--- config.mk ---
export PLATFORM = sky130hd
export DESIGN_NAME = spu_cmd_sequencer
export DESIGN_NICKNAME = d
export VERILOG_FILES = /design/src/rtl/spu_pkg.sv /design/src/rtl/spu_cmd_fifo.sv /design/src/rtl/spu_cmd_sequencer.sv
export SDC_FILE = /design/constraint.sdc
export NUM_CORES = 1
export LEC_CHECK = 0
export CAP_MARGIN = 30
export CELL_PAD_IN_SITES_DETAIL_PLACEMENT = 1
export CELL_PAD_IN_SITES_GLOBAL_PLACEMENT = 1
export CORE_MARGIN = 2
export CORE_UTILIZATION = 50
export DETAILED_ROUTE_END_ITERATION = 8
export HOLD_SLACK_MARGIN = 0.06
export PLACE_DENSITY = 0.84
export SLEW_MARGIN = 20
export SYNTH_ARGS = -nofsm -noshare
export SYNTH_HDL_FRONTEND = slang
export SYNTH_SLANG_ARGS = --single-unit
--- constraint.sdc ---
create_clock -name clk -period 5.5 [get_ports clk]
set_input_delay 1.1 -clock clk [delete_from_list [all_inputs] [get_ports clk]]
set_output_delay 1.1 -clock clk [all_outputs]
set_load 0.01 [all_outputs]
--- src/rtl/spu_pkg.sv ---
// Shared types for the SPU command sequencer: opcode values, packed command
// layout, beat-field offsets and the beat-phase state type.
package spu_pkg;

  localparam logic [1:0] OP_FOCAL_MEAN = 2'b00;
  localparam logic [1:0] OP_MANHATTAN  = 2'b01;
  localparam logic [1:0] OP_BOX_AREA   = 2'b10;
  localparam logic [1:0] OP_TENSOR_MUL = 2'b11;

  localparam int unsigned B0_A_LSB  = 0;
  localparam int unsigned B0_B_LSB  = 4;
  localparam int unsigned B1_C_LSB  = 0;
  localparam int unsigned B1_D_LSB  = 3;
  localparam int unsigned B1_OP_LSB = 6;

  typedef struct packed {
    logic [1:0] op;
    logic [2:0] d;
    logic [2:0] c;
    logic [3:0] b;
    logic [3:0] a;
  } spu_cmd_t;

  typedef enum logic {
    BEAT0 = 1'b0,
    BEAT1 = 1'b1
  } beat_state_e;

  function automatic spu_cmd_t pack_cmd(input logic [7:0] beat1, input logic [7:0] beat0);
    spu_cmd_t cmd;
    cmd.a  = beat0[B0_A_LSB +: 4];
    cmd.b  = beat0[B0_B_LSB +: 4];
    cmd.c  = beat1[B1_C_LSB +: 3];
    cmd.d  = beat1[B1_D_LSB +: 3];
    cmd.op = beat1[B1_OP_LSB +: 2];
    return cmd;
  endfunction

endpackage

--- src/rtl/spu_cmd_fifo.sv ---
// Generic DEPTH x spu_cmd_t synchronous FIFO; head read directly from storage,
// level derived from the extra pointer bit.
module spu_cmd_fifo
  import spu_pkg::*;
#(
  parameter int unsigned DEPTH = 4
) (
  input  logic                         clk,
  input  logic                         rst,
  input  logic                         clr,
  input  logic                         push,
  input  spu_cmd_t                     push_data,
  input  logic                         pop,
  output spu_cmd_t                     pop_data,
  output logic                         full,
  output logic                         empty,
  output logic [$clog2(DEPTH):0]       level
);

  localparam int unsigned AW = $clog2(DEPTH);

  spu_cmd_t       mem_q [DEPTH];
  spu_cmd_t       mem_d [DEPTH];
  logic [AW:0]    wr_ptr_q, wr_ptr_d;
  logic [AW:0]    rd_ptr_q, rd_ptr_d;
  logic           do_push, do_pop;

  assign level    = wr_ptr_q - rd_ptr_q;
  assign full     = (level == (AW+1)'(DEPTH));
  assign empty    = (wr_ptr_q == rd_ptr_q);
  assign pop_data = mem_q[rd_ptr_q[AW-1:0]];
  assign do_push  = push & ~full;
  assign do_pop   = pop & ~empty;

  always_comb begin
    mem_d    = mem_q;
    wr_ptr_d = wr_ptr_q;
    rd_ptr_d = rd_ptr_q;
    if (clr) begin
      wr_ptr_d = '0;
      rd_ptr_d = '0;
    end else begin
      if (do_push) begin
        mem_d[wr_ptr_q[AW-1:0]] = push_data;
        wr_ptr_d                = wr_ptr_q + (AW+1)'(1);
      end
      if (do_pop) begin
        rd_ptr_d = rd_ptr_q + (AW+1)'(1);
      end
    end
  end

  always_ff @(posedge clk or posedge rst) begin
    if (rst) begin
      mem_q    <= '{default: '0};
      wr_ptr_q <= '0;
      rd_ptr_q <= '0;
    end else begin
      mem_q    <= mem_d;
      wr_ptr_q <= wr_ptr_d;
      rd_ptr_q <= rd_ptr_d;
    end
  end

endmodule

--- src/rtl/spu_cmd_sequencer.sv ---
// Assembles 2-beat host byte commands into SPU operand packets, queues them
// and issues them to the SPU core over valid/ready.
module spu_cmd_sequencer
  import spu_pkg::*;
#(
  parameter int unsigned DEPTH = 4,
  parameter int unsigned CNT_W = 8
) (
  input  logic                     clk,
  input  logic                     rst,
  input  logic                     clr,
  input  logic                     in_valid,
  input  logic [7:0]               in_data,
  output logic                     in_ready,
  output logic                     cmd_valid,
  input  logic                     cmd_ready,
  output logic [3:0]               cmd_a,
  output logic [3:0]               cmd_b,
  output logic [2:0]               cmd_c,
  output logic [2:0]               cmd_d,
  output logic [1:0]               cmd_op,
  output logic [$clog2(DEPTH):0]   fifo_level,
  output logic [CNT_W-1:0]         issued_cnt
);

  beat_state_e       state_q, state_d;
  logic [7:0]        stage_q, stage_d;
  logic [CNT_W-1:0]  cnt_q, cnt_d;

  logic              full, empty;
  logic              accept, push, pop;
  spu_cmd_t          head;

  // Gated by rst so the pin reads 0 while reset is held, 1 as soon as it drops.
  assign in_ready = ~rst & ((state_q == BEAT0) | ~full);
  assign accept   = in_valid & in_ready;
  assign push     = accept & (state_q == BEAT1) & ~clr;
  assign pop      = ~empty & cmd_ready & ~clr;

  always_comb begin
    state_d = state_q;
    stage_d = stage_q;
    cnt_d   = cnt_q;
    if (clr) begin
      state_d = BEAT0;
      stage_d = '0;
    end else if (accept) begin
      case (state_q)
        BEAT0: begin
          stage_d = in_data;
          state_d = BEAT1;
        end
        BEAT1: state_d = BEAT0;
        default: state_d = BEAT0;
      endcase
    end
    if (pop && (cnt_q != '1)) begin
      cnt_d = cnt_q + CNT_W'(1);
    end
  end

  always_ff @(posedge clk or posedge rst) begin
    if (rst) begin
      state_q <= BEAT0;
      stage_q <= '0;
      cnt_q   <= '0;
    end else begin
      state_q <= state_d;
      stage_q <= stage_d;
      cnt_q   <= cnt_d;
    end
  end

  spu_cmd_fifo #(
    .DEPTH (DEPTH)
  ) u_fifo (
    .clk       (clk),
    .rst       (rst),
    .clr       (clr),
    .push      (push),
    .push_data (pack_cmd(in_data, stage_q)),
    .pop       (pop),
    .pop_data  (head),
    .full      (full),
    .empty     (empty),
    .level     (fifo_level)
  );

  assign cmd_valid  = ~empty;
  assign cmd_a      = head.a;
  assign cmd_b      = head.b;
  assign cmd_c      = head.c;
  assign cmd_d      = head.d;
  assign cmd_op     = head.op;
  assign issued_cnt = cnt_q;

endmodule

==> flow_summary.ini <==
[run_status]
outcome = finished, final reports clean

[timing]
slew_violations = 0
fmaxAchievable_mhz = 273.4
tns_ns = 0
fin_crit_sh_pct = 66.50
hold_viol_final = 0
relSlewSlack_pct = 42.51
tightest_slew_ns = 0.8597
setup_ws_ns = 1.843
period_needed_ns = 3.657
fin_skew_ns = 0.01059
rsz0062_at_grt = false
holdWs_ns = 0.5090
final-setup-viol-count = 0

[global_routing]
grt_max_degree = 54
grt_pass1_wl_um = 13810
antenna_found_initial = 0
grt_usage_pct = 21.07
first_global_vias = 2670
grt_remaining_overflow = 0

[worst_setup_path]
cp_top_family = buffers and inverters
r2r_end = u_fifo.mem_q[16]
end_kind = primary output
critPathBufInv = 2
path_cells = inv_1 -> ha_1 -> fa_1 -> and2_1 -> a31oi_1 -> clkdlybuf4s50_1
crit_cells = 6
start_kind = flop
crit_fanout = 4
crit_path_end = in_ready
slowest_delay_ns = 0.58
worstSetupStartpoint = u_fifo.wr_ptr_q[0]
crit_slowest_cell = clkdlybuf4s50_1
r2r_slack_ns = 2.80
r2r_cells = 7
r2r_start = u_fifo.wr_ptr_q[0]
cp.arrival_ns = 2.56
critPathRequiredTime_ns = 4.40
crit_type = reg -> out

[route]
vias = 2411
dr.pass1.iters = 4
wl_um = 8529
antenna_left = 0
viasPerCell = 5.620
drc = 0
drt-initial-drc-count = 88
wl_per_cell_um = 19.88

[floorplanning]
num_io_pins = 42
core_area_mm2 = 0.007767
dieArea_mm2 = 0.008808
initial_core_util_pct = 51.97
num_rows = 32
die-height_um = 93.85
die_w_um = 93.85

[power]
ir_drop_v = 0.0001824
p_leak_nw = 2.232
p_switching_mw = 0.3641
internal-power_mw = 1.072
seqPwrFrac_pct = 49.2
power_frac_clock_pct = 34.6
switching_share_pct = 25.35
power_density_mw_per_mm2 = 300.1
p_total_mw = 1.436
comb_power_share_pct = 16.2

[logic_synthesis]
synthCells = 277
syn_nets = 299
synth_sequential_area_ratio_pct = 53.94
synth.cell_area_mm2 = 0.004036
yosysWarningCount = 0
yosysUniqueCellTypes = 36
ys_ff_latch = 87
syn_avg_cell_area_um2 = 14.57

[placed_design]
port_buffers = 41
place_hpwl_um = 5368
pre_cts_slack_ns = 1.885
placed_cell_area_mm2 = 0.004518
place_inst = 411
place_congestion = 0.7804

[clock_tree]
cts-root-buf = clkbuf_8
cts_buffers = 9
cts_buffer_depth = 2
ctsHoldBuffers = 0
cts.clk_slew.worst_paths_ns = 0.09
post_cts_buffers = 0
cts_tree = built
clock_latency_ns = 0.36
h-tree-depth = 3
cts.sinks = 87
ctsResizeCount = 0

[min_path]
hold_path_class = reg -> reg

[layout]
drive_above_1_share_pct = 34.25
fillers = 757
fin_cells = 429
fin_util_pct = 61.61
diodes = 0
syn2layout_area_growth_pct = 18.57
final_cell_area_mm2 = 0.004786
nNetsFinal = 344

[flow_run]
max_cap_violations = 0
==> kinds of logic (layout without fill, tap and decap cells) <==
logic type	after synthesis	after routing	synth area share, %
AND/OR/NAND/NOR	43	43	5.270
XOR/XNOR	7	7	1.922
flip-flops	87	87	53.94
adder cells (fa/ha/maj)	9	9	2.976
buffers and inverters	20	70	2.727
multiplexers	93	93	30.13
AO/OA/AOI/OAI	18	18	3.038
==> worst reg2reg max path, cell delays in order, from the launching register on <==
cell      delay (ns)
dfrtp_1         0.41
inv_1           0.13
ha_1            0.22
fa_1            0.37
xor3_2          0.29
a211oi_4        0.39
nand2_2         0.38
mux2_2          0.41
==> per-layer routing <==
metal	global-route usage, %	up-vias	wire length [um]
met4	7.609	0	164
met3	3.130	14	162
met2	35.71	32	4394
met5	0	-	0
li1	-	1090	-
met1	27.67	1275	3807
==> layout make-up <==
cell class	count	area (um2)	area share [%]
repair buffers	46	480.5	10.04
multi-input cells	170	1749	36.55
flip-flops and latches	87	2177	45.49
inverters	8	31.28	0.6536
clock buffers	10	127.6	2.667
clock inverters	6	92.59	1.935
well taps	102	127.6	2.667
==> registers in the layout (all words and copies together), names as in the netlist <==
signal	flops
u_fifo.rd_ptr_q	3
state_q	1
stage_q	8
u_fifo.mem_q	64
issued_cnt	8
u_fifo.wr_ptr_q	3
==> Yosys cell counts (all sizes together) <==
| cell type | number | area share [%] |
|---|---|---|
| dfrtp | 87 | 54 |
| mux2 | 68 | 19 |
| mux4 | 16 | 8.9 |
| nor2 | 14 | 1.3 |
| nand2 | 11 | 1.3 |
| mux2i | 9 | 2.2 |
| ha | 8 | 2.5 |
| inv | 8 | 0.74 |
| clkbuf | 7 | 0.93 |
| a21oi | 5 | 0.62 |
| buf | 5 | 1.1 |
| nand3 | 5 | 0.62 |
| o21ai | 4 | 0.50 |
| xor2 | 4 | 0.87 |
| a211oi | 3 | 0.87 |
| a31oi | 3 | 0.47 |
| nor2b | 3 | 0.47 |
| and2 | 2 | 0.31 |
| nand3b | 2 | 0.37 |
| nor3 | 2 | 0.25 |
| xnor2 | 2 | 0.43 |
| a21o | 1 | 0.22 |
| and3 | 1 | 0.16 |
| fa | 1 | 0.50 |
| nand4 | 1 | 0.16 |
| nand4b | 1 | 0.22 |
| o211ai | 1 | 0.19 |
| o21a | 1 | 0.19 |
| or3 | 1 | 0.16 |
| xor3 | 1 | 0.62 |
==> how the worst min path moves through the flow <==
stage	slack (ns)	start	end	cells past startpoint
CTS	0.51	u_fifo.mem_q[7]	u_fifo.mem_q[7]	1
global placement	0.48	u_fifo.mem_q[16]	u_fifo.mem_q[16]	1
detailed placement	0.49	u_fifo.mem_q[61]	u_fifo.mem_q[61]	1
finish	0.51	u_fifo.mem_q[13]	u_fifo.mem_q[13]	1
global route	0.53	u_fifo.mem_q[24]	u_fifo.mem_q[24]	1
floorplan	0.47	u_fifo.mem_q[16]	u_fifo.mem_q[16]	1
==> power by group through the flow <==
stage / Clock, mW / Combinational, mW / Sequential [mW]
after global routing: 0.533 / 0.252 / 0.713
after floorplan: 0 / 0.121 / 0.714
final: 0.496 / 0.233 / 0.707
after global placement: 0 / 0.226 / 0.716
after CTS: 0.508 / 0.234 / 0.707
after detailed placement: 0 / 0.232 / 0.719
==> placed cells by master, fill, tap and decap left out, drive strengths merged, types with 3 or more instances in the layout <==
cell           synthesis  final
dfrtp                 87     87
mux2                  68     68
clkdlybuf4s50          0     41
mux4                  16     16
nor2                  14     14
nand2                 11     11
clkbuf                 7     10
mux2i                  9      9
inv                    8      9
ha                     8      8
a21oi                  5      5
nand3                  5      5
buf                    5      5
o21ai                  4      4
xor2                   4      4
nor2b                  3      3
a31oi                  3      3
a211oi                 3      3
Note: power is estimated with default switching activity, not from simulation.
==> RTL edit: new RTL, same flow settings <==
`stage_q` no longer has a reset.
--- a/src/rtl/spu_cmd_sequencer.sv
+++ b/src/rtl/spu_cmd_sequencer.sv
@@ -62,13 +62,15 @@
   always_ff @(posedge clk or posedge rst) begin
     if (rst) begin
       state_q <= BEAT0;
-      stage_q <= '0;
       cnt_q   <= '0;
     end else begin
       state_q <= state_d;
-      stage_q <= stage_d;
       cnt_q   <= cnt_d;
     end
+  end
+
+  always_ff @(posedge clk) begin
+    stage_q <= stage_d;
   end
 
   spu_cmd_fifo #(
Formal check against the unedited RTL: no difference found for any inputs over 4 cycles, from zero or initial values and one cycle with rst high; that may be too few to reach the edited logic, so the function may still have changed.
==> RTL edit against the unedited design <==
Combinational power down 3%. Sequential cell count unchanged. Total power down 4.4%. Clock power decreased by 11%. Largest cell class unchanged. Setup slack lost 290 ps. Cell area is 2.4% lower. Synthesized area decreased by 0.99%. Critical endpoint unchanged. Largest power group unchanged. Wire length decreased by 4.2%.
==> RTL edit: results (changes against the unedited design) <==
| Group | Quantity | This run | Change |
|:---|:---|:---|:---|
| outcome | Result of the run | finished, final reports clean |  |
| drt | Post-DR wirelength/cell | 19.2 um | -3.5% |
| drt | Post-DR vias/cell | 5.64 | +0.33% |
| power and ir drop | Static leakage | 2.15 nW | -3.5% |
| timing | Max-slew headroom | 0.369 | -0.0562 |
| synth | Async S/R FF share, synth | 0.908 | -0.0920 |
| global route | Total routing usage reported by global routing | 0.208 | -0.00291 |
| cells and area | Proportion of layout cells with a drive suffix above 1 | 0.340 | -0.00300 |
| min path | Hold path startpoint | u_fifo.mem_q[16]$_DFFE_PP0P_ |  |
| synth | Sequential-to-total area share from yosys stat | 0.535 | -0.00461 |
| cells and area | Largest register FFs | 64 | unchanged |
| synth | Largest cells by area after synthesis | sky130_fd_sc_hd__dfrtp_1, sky130_fd_sc_hd__mux2_2, sky130_fd_sc_hd__mux4_2 |  |
| clocking | Clock transition at the registers of the reported paths | 90 ps | about the same |
| global route | First-pass GRT wire length | 13.6 mm | -1.8% |
| synth | Most used DFF post-synth | sky130_fd_sc_hd__dfrtp_1 |  |
| synth | Synthesized netlist net count | 299 | unchanged |
| min path | Worst min path class | reg2reg |  |
| cells and area | Largest reg by FF count | u_fifo.mem_q |  |
| synth | Number of distinct library cell variants in the gate-level netlist after synthesis | 37 | +2.8% |
| global route | Number of global-route vias before repair | 2551 | -4.5% |
| critical path | Largest stage delay on the critical path | 970 ps | +390 ps |
| critical path | Launch point of the worst path | u_fifo.rd_ptr_q[1]$_DFFE_PP0P_ |  |
| global route | Initial antenna violation count | 0 | unchanged |
| critical path | Cell type of the slowest stage on the worst timing path | sky130_fd_sc_hd__dfrtp_1 |  |
| clocking | Number of gates resized after CTS | 0 | unchanged |
| placement | IO buf count | 41 | unchanged |
| timing | Worst setup skew after layout | 15.5 ps | +4.88 ps |
| critical path | CP max FO | 20 | +16 |
| cells and area | Net count of the finished layout | 341 | -0.87% |
| drt | Router iterations before antenna repair | 6 | +2 |
| placement | Dpl hpwl | 5.38 mm | +0.16% |
| global route | Maximum number of pins on one net before global-route repair | 44 | -19% |
| power and ir drop | Worst vdd ir | 149 uV | -18% |
| drt | DR iter-0 viols | 43 | -51% |
| synth | Most instantiated cells after synthesis | sky130_fd_sc_hd__dfrtp_1, sky130_fd_sc_hd__mux2_2, sky130_fd_sc_hd__mux4_2 |  |
| cells and area | Antenna cell count | 0 | unchanged |
| clocking | Count of buffers added by post-CTS timing repair for setup | 0 | unchanged |
| clocking | TritonCTS Buffers | 9 | unchanged |
| placement | Final RePlAce weighted congestion | 0.802 | +2.7% |
==> RTL edit: cells by family (layout without fill, tap and decap cells) <==
| group | Yosys count | after routing | share of synthesized area |
|---|---|---|---|
| AOI/OAI and AO/OA | 18 | 18 | 0.0307 |
| adders and majority gates | 9 | 9 | 0.0301 |
| xor gates and xnor gates | 7 | 7 | 0.0194 |
| muxes | 93 | 93 | 0.304 |
| buffers and inverters | 20 | 67 | 0.0275 |
| DFF | 87 | 87 | 0.535 |
| and+or+nand+nor | 43 | 43 | 0.0532 |
==> RTL edit: per-stage QoR <==
| stage | area, um2 | setup slack [ps] | hold WS (ps) | cells |
|---|---|---|---|---|
| final | 4670 | 1550 | 504 | 426 |
| after global routing | 4670 | 1470 | 528 | 426 |
| after CTS | 4670 | 1500 | 508 | 426 |
| after detailed placement | 4470 | 1900 | 487 | 410 |
| after global placement | 4470 | 1950 | 481 | 410 |
| after floorplan | 4000 | 2380 | 474 | 277 |
==> RTL edit: worst paths after layout <==
path / end / slack [ps] / cells after the start
max: in_ready / 1550 / 4
min: u_fifo.mem_q[16]$_DFFE_PP0P_ / 500 / 1
max reg2reg: u_fifo.mem_q[2]$_DFFE_PP0P_ / 2470 / 5
min reg2reg: u_fifo.mem_q[16]$_DFFE_PP0P_ / 500 / 1
max in group asynchronous: u_fifo.mem_q[58]$_DFFE_PP0P_ / 3160 / 3
min in group asynchronous: issued_cnt[1]$_DFFE_PP0P_ / 1310 / 2
==> RTL edit: critical path: cells and delay by family (launching register included) <==
kind,cells,cell delay [ps]
DFF,1,970
buffers and inverters,1,560
and+or+nand+nor,1,210
AOI/OAI and AO/OA,1,190
adders and majority gates,1,550
==> RTL edit: per-layer routing <==
metal | track usage | wire length, um | vias up
met4 | 0.0588 | 106 | 0
met3 | 0.0492 | 361 | 9
li1 | - | - | 1078
met2 | 0.344 | 4300 | 55
met5 | 0 | 0 | -
met1 | 0.275 | 3400 | 1260
==> RTL edit: area by class of cell <==
class,instances,area [um2]
inverter,8,30.0
clock buffer,10,128
timing repair buffer,43,425
fill,755,3060
clock inverter,6,70.1
sequential,87,2140
multi-input combinational,170,1750
tap,102,128
==> RTL edit: power breakdown <==
| group | internal (W) | switching (W) | total, W | leakage [nW] |
|---|---|---|---|---|
| clock | 0.000213 | 0.000228 | 0.000441 | 0.0944 |
| combinational | 0.000133 | 0.0000949 | 0.000227 | 0.908 |
| sequential | 0.000677 | 0.0000280 | 0.000705 | 1.15 |
| total | 0.00102 | 0.000351 | 0.00137 | 2.15 |
